--- src/rtl/ling_add_sequencer_pkg.sv ---
// Shared types and constants for the chunked Ling-adder sequencer.
package ling_seq_pkg;

   localparam int CHUNK_W = 12;

   typedef enum logic [1:0] {
      IDLE = 2'd0,
      RUN  = 2'd1,
      DONE = 2'd2
   } state_e;

   // Width of the chunk index; never narrower than one bit.
   function automatic int idx_width(input int num_chunks);
      return (num_chunks > 2) ? $clog2(num_chunks) : 1;
   endfunction

endpackage

--- src/rtl/ling_add_sequencer_adder.sv ---
// 12-bit Ling prefix adder: Kogge-Stone prefix over Ling pseudo-carries H.
module adder (
   output logic        cout,
   output logic [11:0] sum,
   input  logic [11:0] a,
   input  logic [11:0] b,
   input  logic        cin
);

   logic [11:0] g;
   logic [11:0] t;
   logic [11:0] h;
   logic [11:0] p;
   logic [11:0] h_nxt;
   logic [11:0] p_nxt;
   logic [11:0] c;

   assign g = a & b;
   assign t = a | b;

   // H[i] = g[i] | t[i-1] & H[i-1], with cin folded into H[0].
   always_comb begin
      h     = {g[11:1], g[0] | cin};
      p     = {t[10:0], 1'b0};
      h_nxt = h;
      p_nxt = p;
      for (int l = 0; l < 4; l++) begin
         h_nxt = h;
         p_nxt = p;
         for (int i = 0; i < 12; i++) begin
            if (i >= (1 << l)) begin
               h_nxt[i] = h[i] | (p[i] & h[i - (1 << l)]);
               p_nxt[i] = p[i] & p[i - (1 << l)];
            end
         end
         h = h_nxt;
         p = p_nxt;
      end
   end

   // Real carry into bit i is recovered as t[i-1] & H[i-1].
   assign c    = {t[10:0] & h[10:0], cin};
   assign sum  = a ^ b ^ c;
   assign cout = t[11] & h[11];

endmodule

--- src/rtl/ling_add_sequencer.sv ---
// Wide add/sub built from one 12-bit Ling adder, one chunk per cycle, LSB first.
// Handshakes: a transfer happens on a rising edge where valid && ready are both high.
module ling_add_sequencer #(
   parameter  int CHUNK_W    = 12,
   parameter  int NUM_CHUNKS = 4,
   localparam int WIDTH      = CHUNK_W * NUM_CHUNKS
) (
   input  logic             clk,
   input  logic             rst,
   input  logic             in_valid,
   output logic             in_ready,
   input  logic [WIDTH-1:0] in_a,
   input  logic [WIDTH-1:0] in_b,
   input  logic             in_sub,
   input  logic             in_cin,
   output logic             out_valid,
   input  logic             out_ready,
   output logic [WIDTH-1:0] out_sum,
   output logic             out_cout,
   output logic             out_ovf
);
   import ling_seq_pkg::*;

   localparam int                IDX_W    = idx_width(NUM_CHUNKS);
   localparam logic [IDX_W-1:0]  LAST_IDX = IDX_W'(NUM_CHUNKS - 1);

   if (CHUNK_W != ling_seq_pkg::CHUNK_W) begin : g_bad_chunk_w
      $error("CHUNK_W must match the 12-bit adder");
   end
   if (NUM_CHUNKS < 2 || NUM_CHUNKS > 16) begin : g_bad_num_chunks
      $error("NUM_CHUNKS must be in 2..16");
   end

   state_e             state_q;
   logic [IDX_W-1:0]   idx_q;
   logic               carry_q;
   logic [WIDTH-1:0]   a_q;
   logic [WIDTH-1:0]   b_q;
   logic [WIDTH-1:0]   res_q;
   logic               ovf_q;

   logic [CHUNK_W-1:0] a_chunk;
   logic [CHUNK_W-1:0] b_chunk;
   logic [CHUNK_W-1:0] sum_chunk;
   logic               cout_chunk;
   logic               accept;

   assign in_ready  = (state_q == IDLE) || ((state_q == DONE) && out_ready);
   assign accept    = in_valid && in_ready;
   assign out_valid = (state_q == DONE);
   assign out_sum   = res_q;
   assign out_cout  = carry_q;
   assign out_ovf   = ovf_q;

   always_comb begin
      a_chunk = '0;
      b_chunk = '0;
      for (int i = 0; i < NUM_CHUNKS; i++) begin
         if (idx_q == IDX_W'(i)) begin
            a_chunk = a_q[i*CHUNK_W +: CHUNK_W];
            b_chunk = b_q[i*CHUNK_W +: CHUNK_W];
         end
      end
   end

   adder u_adder (
      .cout (cout_chunk),
      .sum  (sum_chunk),
      .a    (a_chunk),
      .b    (b_chunk),
      .cin  (carry_q)
   );

   always_ff @(posedge clk or posedge rst) begin
      if (rst) begin
         state_q <= IDLE;
         idx_q   <= '0;
         carry_q <= 1'b0;
         a_q     <= '0;
         b_q     <= '0;
         res_q   <= '0;
         ovf_q   <= 1'b0;
      end else if (accept) begin
         // Subtraction is A + ~B + ~borrow_in.
         a_q     <= in_a;
         b_q     <= in_sub ? ~in_b : in_b;
         carry_q <= in_sub ^ in_cin;
         idx_q   <= '0;
         state_q <= RUN;
      end else begin
         case (state_q)
            IDLE: ;
            RUN: begin
               for (int i = 0; i < NUM_CHUNKS; i++) begin
                  if (idx_q == IDX_W'(i)) res_q[i*CHUNK_W +: CHUNK_W] <= sum_chunk;
               end
               carry_q <= cout_chunk;
               idx_q   <= idx_q + 1'b1;
               if (idx_q == LAST_IDX) begin
                  state_q <= DONE;
                  ovf_q   <= (a_chunk[CHUNK_W-1] == b_chunk[CHUNK_W-1]) &&
                             (sum_chunk[CHUNK_W-1] != a_chunk[CHUNK_W-1]);
               end
            end
            DONE: if (out_ready) state_q <= IDLE;
            default: state_q <= IDLE;
         endcase
      end
   end

endmodule

--- config.mk ---
export PLATFORM = sky130hd
export DESIGN_NAME = ling_add_sequencer
export DESIGN_NICKNAME = d
export VERILOG_FILES = /design/src/rtl/ling_add_sequencer_pkg.sv /design/src/rtl/ling_add_sequencer_adder.sv /design/src/rtl/ling_add_sequencer.sv
export SDC_FILE = /design/constraint.sdc
export NUM_CORES = 1
export LEC_CHECK = 0
export CELL_PAD_IN_SITES_DETAIL_PLACEMENT = 0
export CELL_PAD_IN_SITES_GLOBAL_PLACEMENT = 1
export CORE_UTILIZATION = 49
export CTS_CLUSTER_SIZE = 10
export DETAILED_ROUTE_END_ITERATION = 8
export DONT_BUFFER_PORTS = 1
export MAX_ROUTING_LAYER = met4
export PLACE_DENSITY_LB_ADDON = 0.1
export SYNTH_ARGS = -nofsm -noshare
export SYNTH_HDL_FRONTEND = slang
export SYNTH_SLANG_ARGS = --single-unit
--- constraint.sdc ---
create_clock -name clk -period 7 [get_ports clk]
set_input_delay 1.4 -clock clk [delete_from_list [all_inputs] [get_ports clk]]
set_output_delay 1.4 -clock clk [all_outputs]
set_load 0.01 [all_outputs]
# [Word-level counts from Yosys, hierarchy flattened]
# Index checks and enable logic that the tools add are counted.
[op_classes] muxes=17 n_bitwise=98 multipliers=0 eq_ne=10 div_mod_pow=0 n_reduce_logical=12 n_lt_le_gt_ge=0 n_addsub=1 shift=0
[op_table] cell="$mux 12" count=8
[op_table] cell="$and 1x1->1" count=56
[op_table] cell="$mux 48" count=1
[op_table] cell="$not 48->48" count=1
[op_table] cell="$or 1x1->1" count=34
[op_table] cell="$xor 12x12->12" count=2
[op_table] cell="$reduce_and 3->1" count=5
[op_table] cell="$and 12x12->12" count=1
[op_table] cell="$or 12x12->12" count=1
[op_table] cell="$and 11x11->11" count=1
[op_table] cell="$mux 2" count=5
[op_table] cell="$eq 2x2->1 const B" count=3
[op_table] cell="$pmux 2 s3" count=1
[op_table] cell="$eq 2x1->1 const B" count=2
[op_table] cell="$logic_not 2->1" count=2
[op_table] cell="$logic_and 1x1->1" count=3
[op_table] cell="$ne 3x1->1 const B" count=1
[op_table] cell="$ne 3x3->1 const B" count=1
[op_table] cell="$add 2x1->2 const B" count=1
[op_table] cell="$mux 1" count=2
[op_table] cell="$ne 2x2->1 const B" count=1
[op_table] cell="$reduce_bool 2->1" count=1
[op_table] cell="$eq 1x1->1" count=1
[op_table] cell="$logic_or 1x1->1" count=1
[op_table] cell="3 further kinds" count=3
[word_totals] mem_bits_ro=0 wordCells=148 mem_count=0 mem_bits_rw=0 latch_bits=0 regBits=150

# [Depth between registers and ports, before layout]
[depth] word_depth=17 depth_mapped=17

# [By module]
# From an unflattened synthesis, not the netlist that was laid out.
[hier_totals] cells_unflattened=659 area_unflattened_um2=8059.0
[by_module_without_submodules] mod="ling_add_sequencer" cells_each=534 n_inst=1 area_per_inst_um2=7090.6 seq_area_each_um2=3753.6
[by_module_without_submodules] mod="adder" cells_each=125 n_inst=1 area_per_inst_um2=968.4 seq_area_each_um2=0.0

# [Least setup slack after synthesis]
# Ideal clock, no wire load.
[synth_timing] path_kind="reg-to-reg" from="reg idx_q[0]" to="reg res_q[23] (netlist: out_sum[23])" arrival_time_ns=3.574 setup_time_ns=0.131 slack_ns=3.295 n_path_buf=2 required_ns=6.869 path_stages_with_launch=17 path_cell_list="dfrtp_1 -> inv_1 -> ha_1 -> clkbuf_1 -> clkbuf_1 -> nand3b_1 -> a21oi_1 -> a21oi_1 -> nor2_1 -> a21oi_1 -> ha_1 -> or4_4 -> or3_1 -> o21a_1 -> o41ai_4 -> xnor2_1 -> o21ai_1"
[synth_via] elab_chain_len=15 elab_cells_between_ends=47 cone_classes="3 x eq/ne; 8 x mux; 34 x bitwise; 2 x reduce/logical"
[synth_lines] item="start, declared" line="ling_add_sequencer.sv:35" text="logic [IDX_W-1:0] idx_q;"
[synth_lines] item="start signal, assigned" line="ling_add_sequencer.sv:98" text="idx_q <= idx_q + 1'b1;"
[synth_lines] item="$logic_not 2->1" line="ling_add_sequencer.sv:59" text="if (idx_q == IDX_W'(i)) begin"
[synth_lines] item="$mux 12 (4 in series)" line="ling_add_sequencer.sv:59"
[synth_lines] item="$or 12x12->12 or $and 12x12->12 (tied branches)" line="ling_add_sequencer_adder.sv:19, ling_add_sequencer_adder.sv:18"
[synth_lines] item="$and 1x1->1" line="ling_add_sequencer_adder.sv:32" text="h_nxt[i] = h[i] | (p[i] & h[i - (1 << l)]);"
[synth_lines] item="$or 1x1->1" line="ling_add_sequencer_adder.sv:32"
[synth_lines] item="$and 1x1->1" line="ling_add_sequencer_adder.sv:32"
[synth_lines] item="$or 1x1->1" line="ling_add_sequencer_adder.sv:32"
[synth_lines] item="$and 1x1->1" line="ling_add_sequencer_adder.sv:32"
[synth_lines] item="$or 1x1->1 (2 in series)" line="ling_add_sequencer_adder.sv:32"
[synth_lines] item="$and 11x11->11" line="ling_add_sequencer_adder.sv:42" text="assign c = {t[10:0] & h[10:0], cin};"
[synth_lines] item="$xor 12x12->12" line="ling_add_sequencer_adder.sv:43" text="assign sum = a ^ b ^ c;"
[synth_lines] item="end signal, assigned by index" line="ling_add_sequencer.sv:95" text="if (idx_q == IDX_W'(i)) res_q[i*CHUNK_W +: CHUNK_W] <= sum_chunk;"
[synth_lines] item="end, declared" line="ling_add_sequencer.sv:39" text="logic [WIDTH-1:0] res_q;"
# Parallel ways exist; a longest one is shown, timed or not.
# A chain may end at the register's enable or synchronous reset.

# [Worst setup path after layout]
[layout_timing] from="reg idx_q[0]" to="reg res_q[34] (netlist: out_sum[34])"
# The elaborated chain is that of the path after synthesis.

==> flow_metrics.env <==
export IMPL_status="complete, no violations"
export IMPL_die_height_um=127
export IMPL_hp_start="a_q[11]"
export IMPL_critPathRequiredTime_ps=7260
export IMPL_slowest_stage="ha_1"
export IMPL_power_density_nw_per_um2=628
export IMPL_grt_pass1_wl_mm=29.2
export IMPL_max_freq_mhz=229
export IMPL_holdPathStages=1
export IMPL_cts_tree="yes"
export IMPL_setup_viol=0
export IMPL_rrSetupSlack_ps=2630
export IMPL_path_buf_inv=1
export IMPL_drive_gt1_share_pct=11.9
export IMPL_fin_crit_ps=4370
export IMPL_dpl_hpwl_mm=13.0
export IMPL_min_to="a_q[11]"
export IMPL_cp_top_family="adder cells"
export IMPL_cpPeakStageDelay_ps=780
export IMPL_dp_cells=913
export IMPL_wl_per_cell_um=19.2
export IMPL_globalRouteTotalUtil_pct=24.7
export IMPL_syn_inst=767
export IMPL_rsz0062_at_grt="no"
export IMPL_drv_slew=0
export IMPL_clock_skew_ps=10.8
export IMPL_clkTransAtPathRegs_ps=60
export IMPL_ys_flop_type="dfrtp_1"
export IMPL_rows=45
export IMPL_port_buffers=0
export IMPL_async_flop_share_pct=100
export IMPL_worstReg2RegEnd="out_sum[34]"
export IMPL_cp_arrival_ps=4630
export IMPL_p_leak_uw=0.00364
export IMPL_reg2reg_depth=15
export IMPL_htreeDepth=4
export IMPL_regToRegStartpoint="idx_q[0]"
export IMPL_syn_num_nets=906
export IMPL_synth_seq_cells=150
export IMPL_ir_worst_vdd_mv=0.228
export IMPL_core_um2=15200
export IMPL_wl_mm=18.1
export IMPL_ys_warn_count=0
export IMPL_clockBufferDepth=2
export IMPL_start_util_pct=50.0
export IMPL_finalNonFillerCells=943
export IMPL_hold_path_class="flip-flop to flip-flop"
export IMPL_crit_chain="inv_1 > ha_1 > nor2b_1 > a22oi_1 > nor2_1 > a21oi_1 > nor2_1 > a21oi_1 > fa_1 > nand2b_1 > a211oi_1 > o32ai_1 > a211oi_1 > nor3_1 > o21ai_0"
export IMPL_cp_max_fo=22
export IMPL_syn_cell_area_um2=7600
export IMPL_cts_sinks=150
export IMPL_drtIter0Drc=294
export IMPL_antenna_left=0
export IMPL_die_area_um2=16000
export IMPL_critPathKind="flip-flop to flip-flop"
export IMPL_synth_edff_count=0
export IMPL_start_kind="flip-flop"
export IMPL_die_w_um=127
export IMPL_cts_repair_resized=0
export IMPL_globalRouteOverflowTotal=0
export IMPL_maxCapViolations=0
export IMPL_clk_insertion_delay_late_ps=420
export IMPL_layout_nets=883
export IMPL_drt_first_pass_iters=5
export IMPL_synth_seq_area_share_pct=49.4
export IMPL_hold_buffers=0
export IMPL_hold_viol_final=0
export IMPL_areaGrowthSynthToFinish_pct=9.53
export IMPL_root_buffer="clkbuf_16"
export IMPL_setup_tns_ps=0
export IMPL_crit_path_end_kind="flip-flop"
export IMPL_grt_pass1_vias=5433
export IMPL_grt_max_degree=97
export IMPL_post_route_period_util_pct=62.4
export IMPL_viasPerCell=5.54
export IMPL_cts_setup_buffers=0
export IMPL_worst_slew_pin_slew_ps=1090
export IMPL_vias=5222
export IMPL_io_pins=154
export IMPL_synth_avg_cell_area_um2=9.91
export IMPL_drcViolationCount=0
export IMPL_slew_headroom_pct=27.3
export IMPL_cts_buffers=17
export IMPL_gp_congestion=0.832
export IMPL_ys_types=45
export IMPL_antenna_found_initial=1
-- cells in the mapped netlist (all sizes together), types with 7 or more instances --
cell / n / share of area, %
dfrtp: 150 / 49
a21oi: 109 / 7.2
nor2: 93 / 4.6
nand2: 65 / 3.2
xnor2: 57 / 6.6
mux2: 48 / 7.1
o21ai: 44 / 2.9
ha: 35 / 5.8
clkbuf: 30 / 1.5
inv: 21 / 1.0
buf: 19 / 0.95
nand3b: 17 / 1.7
a21o: 8 / 0.79
nor2b: 8 / 0.66
a22oi: 7 / 0.69
-- power by group --
group	internal, µW	switching, µW
Combinational	1030	1590
Clock	609	352
Sequential	1300	342
-- layer usage --
| metal | track usage [%] | wire, µm | vias to the layer above |
|---|---|---|---|
| met5 | - | 0 | - |
| met3 | 5.99 | 943 | 19 |
| li1 | - | - | 2537 |
| met2 | 39.5 | 8810 | 155 |
| met4 | 8.65 | 320 | 0 |
| met1 | 30.7 | 8020 | 2511 |
-- worst max path at each step --
stage	startpoint	end	cells past startpoint
2_1_floorplan	rst	a_q[0]	1
3_3_place_gp	idx_q[0]	out_sum[34]	15
3_5_place_dp	idx_q[0]	out_sum[34]	15
4_1_cts	idx_q[0]	out_sum[34]	15
5_1_grt	idx_q[0]	out_sum[34]	15
6_report	idx_q[0]	out_sum[34]	15
-- logic make-up after synthesis --
logic type               Yosys count  share of synthesized area [%]
AO/OA/AOI/OAI                    194                           14.6
flip-flops                       150                           49.4
XOR/XNOR                          59                           6.80
buffers and inverters             70                           3.47
multiplexers                      49                           7.24
adder cells (fa/ha/maj)           38                           6.42
AND/OR/NAND/NOR                  207                           12.1
-- area by class of cell --
cell class | count | area [µm²]
flip-flops and latches | 150 | 3750
clock buffers | 20 | 457
repair buffers | 7 | 52.6
fillers | 1388 | 6870
clock inverters | 9 | 153
well taps | 188 | 235
inverters | 21 | 83.8
diodes | 1 | 2.50
multi-input cells | 547 | 3590
-- state kept, by name (all words and copies together), names as in the netlist --
register,cells
a_q,48
b_q,48
idx_q,2
out_cout,1
out_ovf,1
out_sum,48
state_q,2
-- layout by cell type (no fill, tap or decap), types with 2 or more instances in the layout --
| master | instances |
|---|---|
| dfrtp_1 | 150 |
| a21oi_1 | 109 |
| nor2_1 | 93 |
| nand2_1 | 65 |
| xnor2_1 | 57 |
| mux2_2 | 48 |
| o21ai_0 | 40 |
| ha_1 | 34 |
| inv_1 | 20 |
| nand3b_1 | 17 |
| clkbuf_16 | 17 |
| nor2b_1 | 8 |
| a21o_1 | 8 |
| a22oi_1 | 7 |
| buf_4 | 7 |
| a211oi_1 | 6 |
| nor3_1 | 6 |
| nand2b_1 | 6 |
| o31a_1 | 5 |
| o21ai_1 | 4 |
| bufinv_16 | 4 |
| nor3b_1 | 3 |
| clkinv_2 | 3 |
| or3_1 | 2 |
| o21a_1 | 2 |
| o21bai_1 | 2 |
| xor2_1 | 2 |
| o31ai_1 | 2 |
| nand3_1 | 2 |
| fa_1 | 2 |
| clkbuf_8 | 2 |
| clkinv_4 | 2 |
-- stage by stage --
| step | instance area (µm²) | hold WS, ps | util, % | power [µW] | setup WS (ps) |
|---|---|---|---|---|---|
| floorplan | 7600 | 473 | - | 3550 | 1560 |
| global placement | 7720 | 488 | 50.8 | 4220 | 2790 |
| detailed placement | 7720 | 496 | 50.8 | 4300 | 2580 |
| CTS | 8330 | 510 | 54.8 | 5270 | 2570 |
| global route | 8330 | 522 | 54.8 | 5670 | 2200 |
| finish | 8330 | 504 | 54.8 | 5230 | 2630 |
Power figures use the tool's default switching activity.
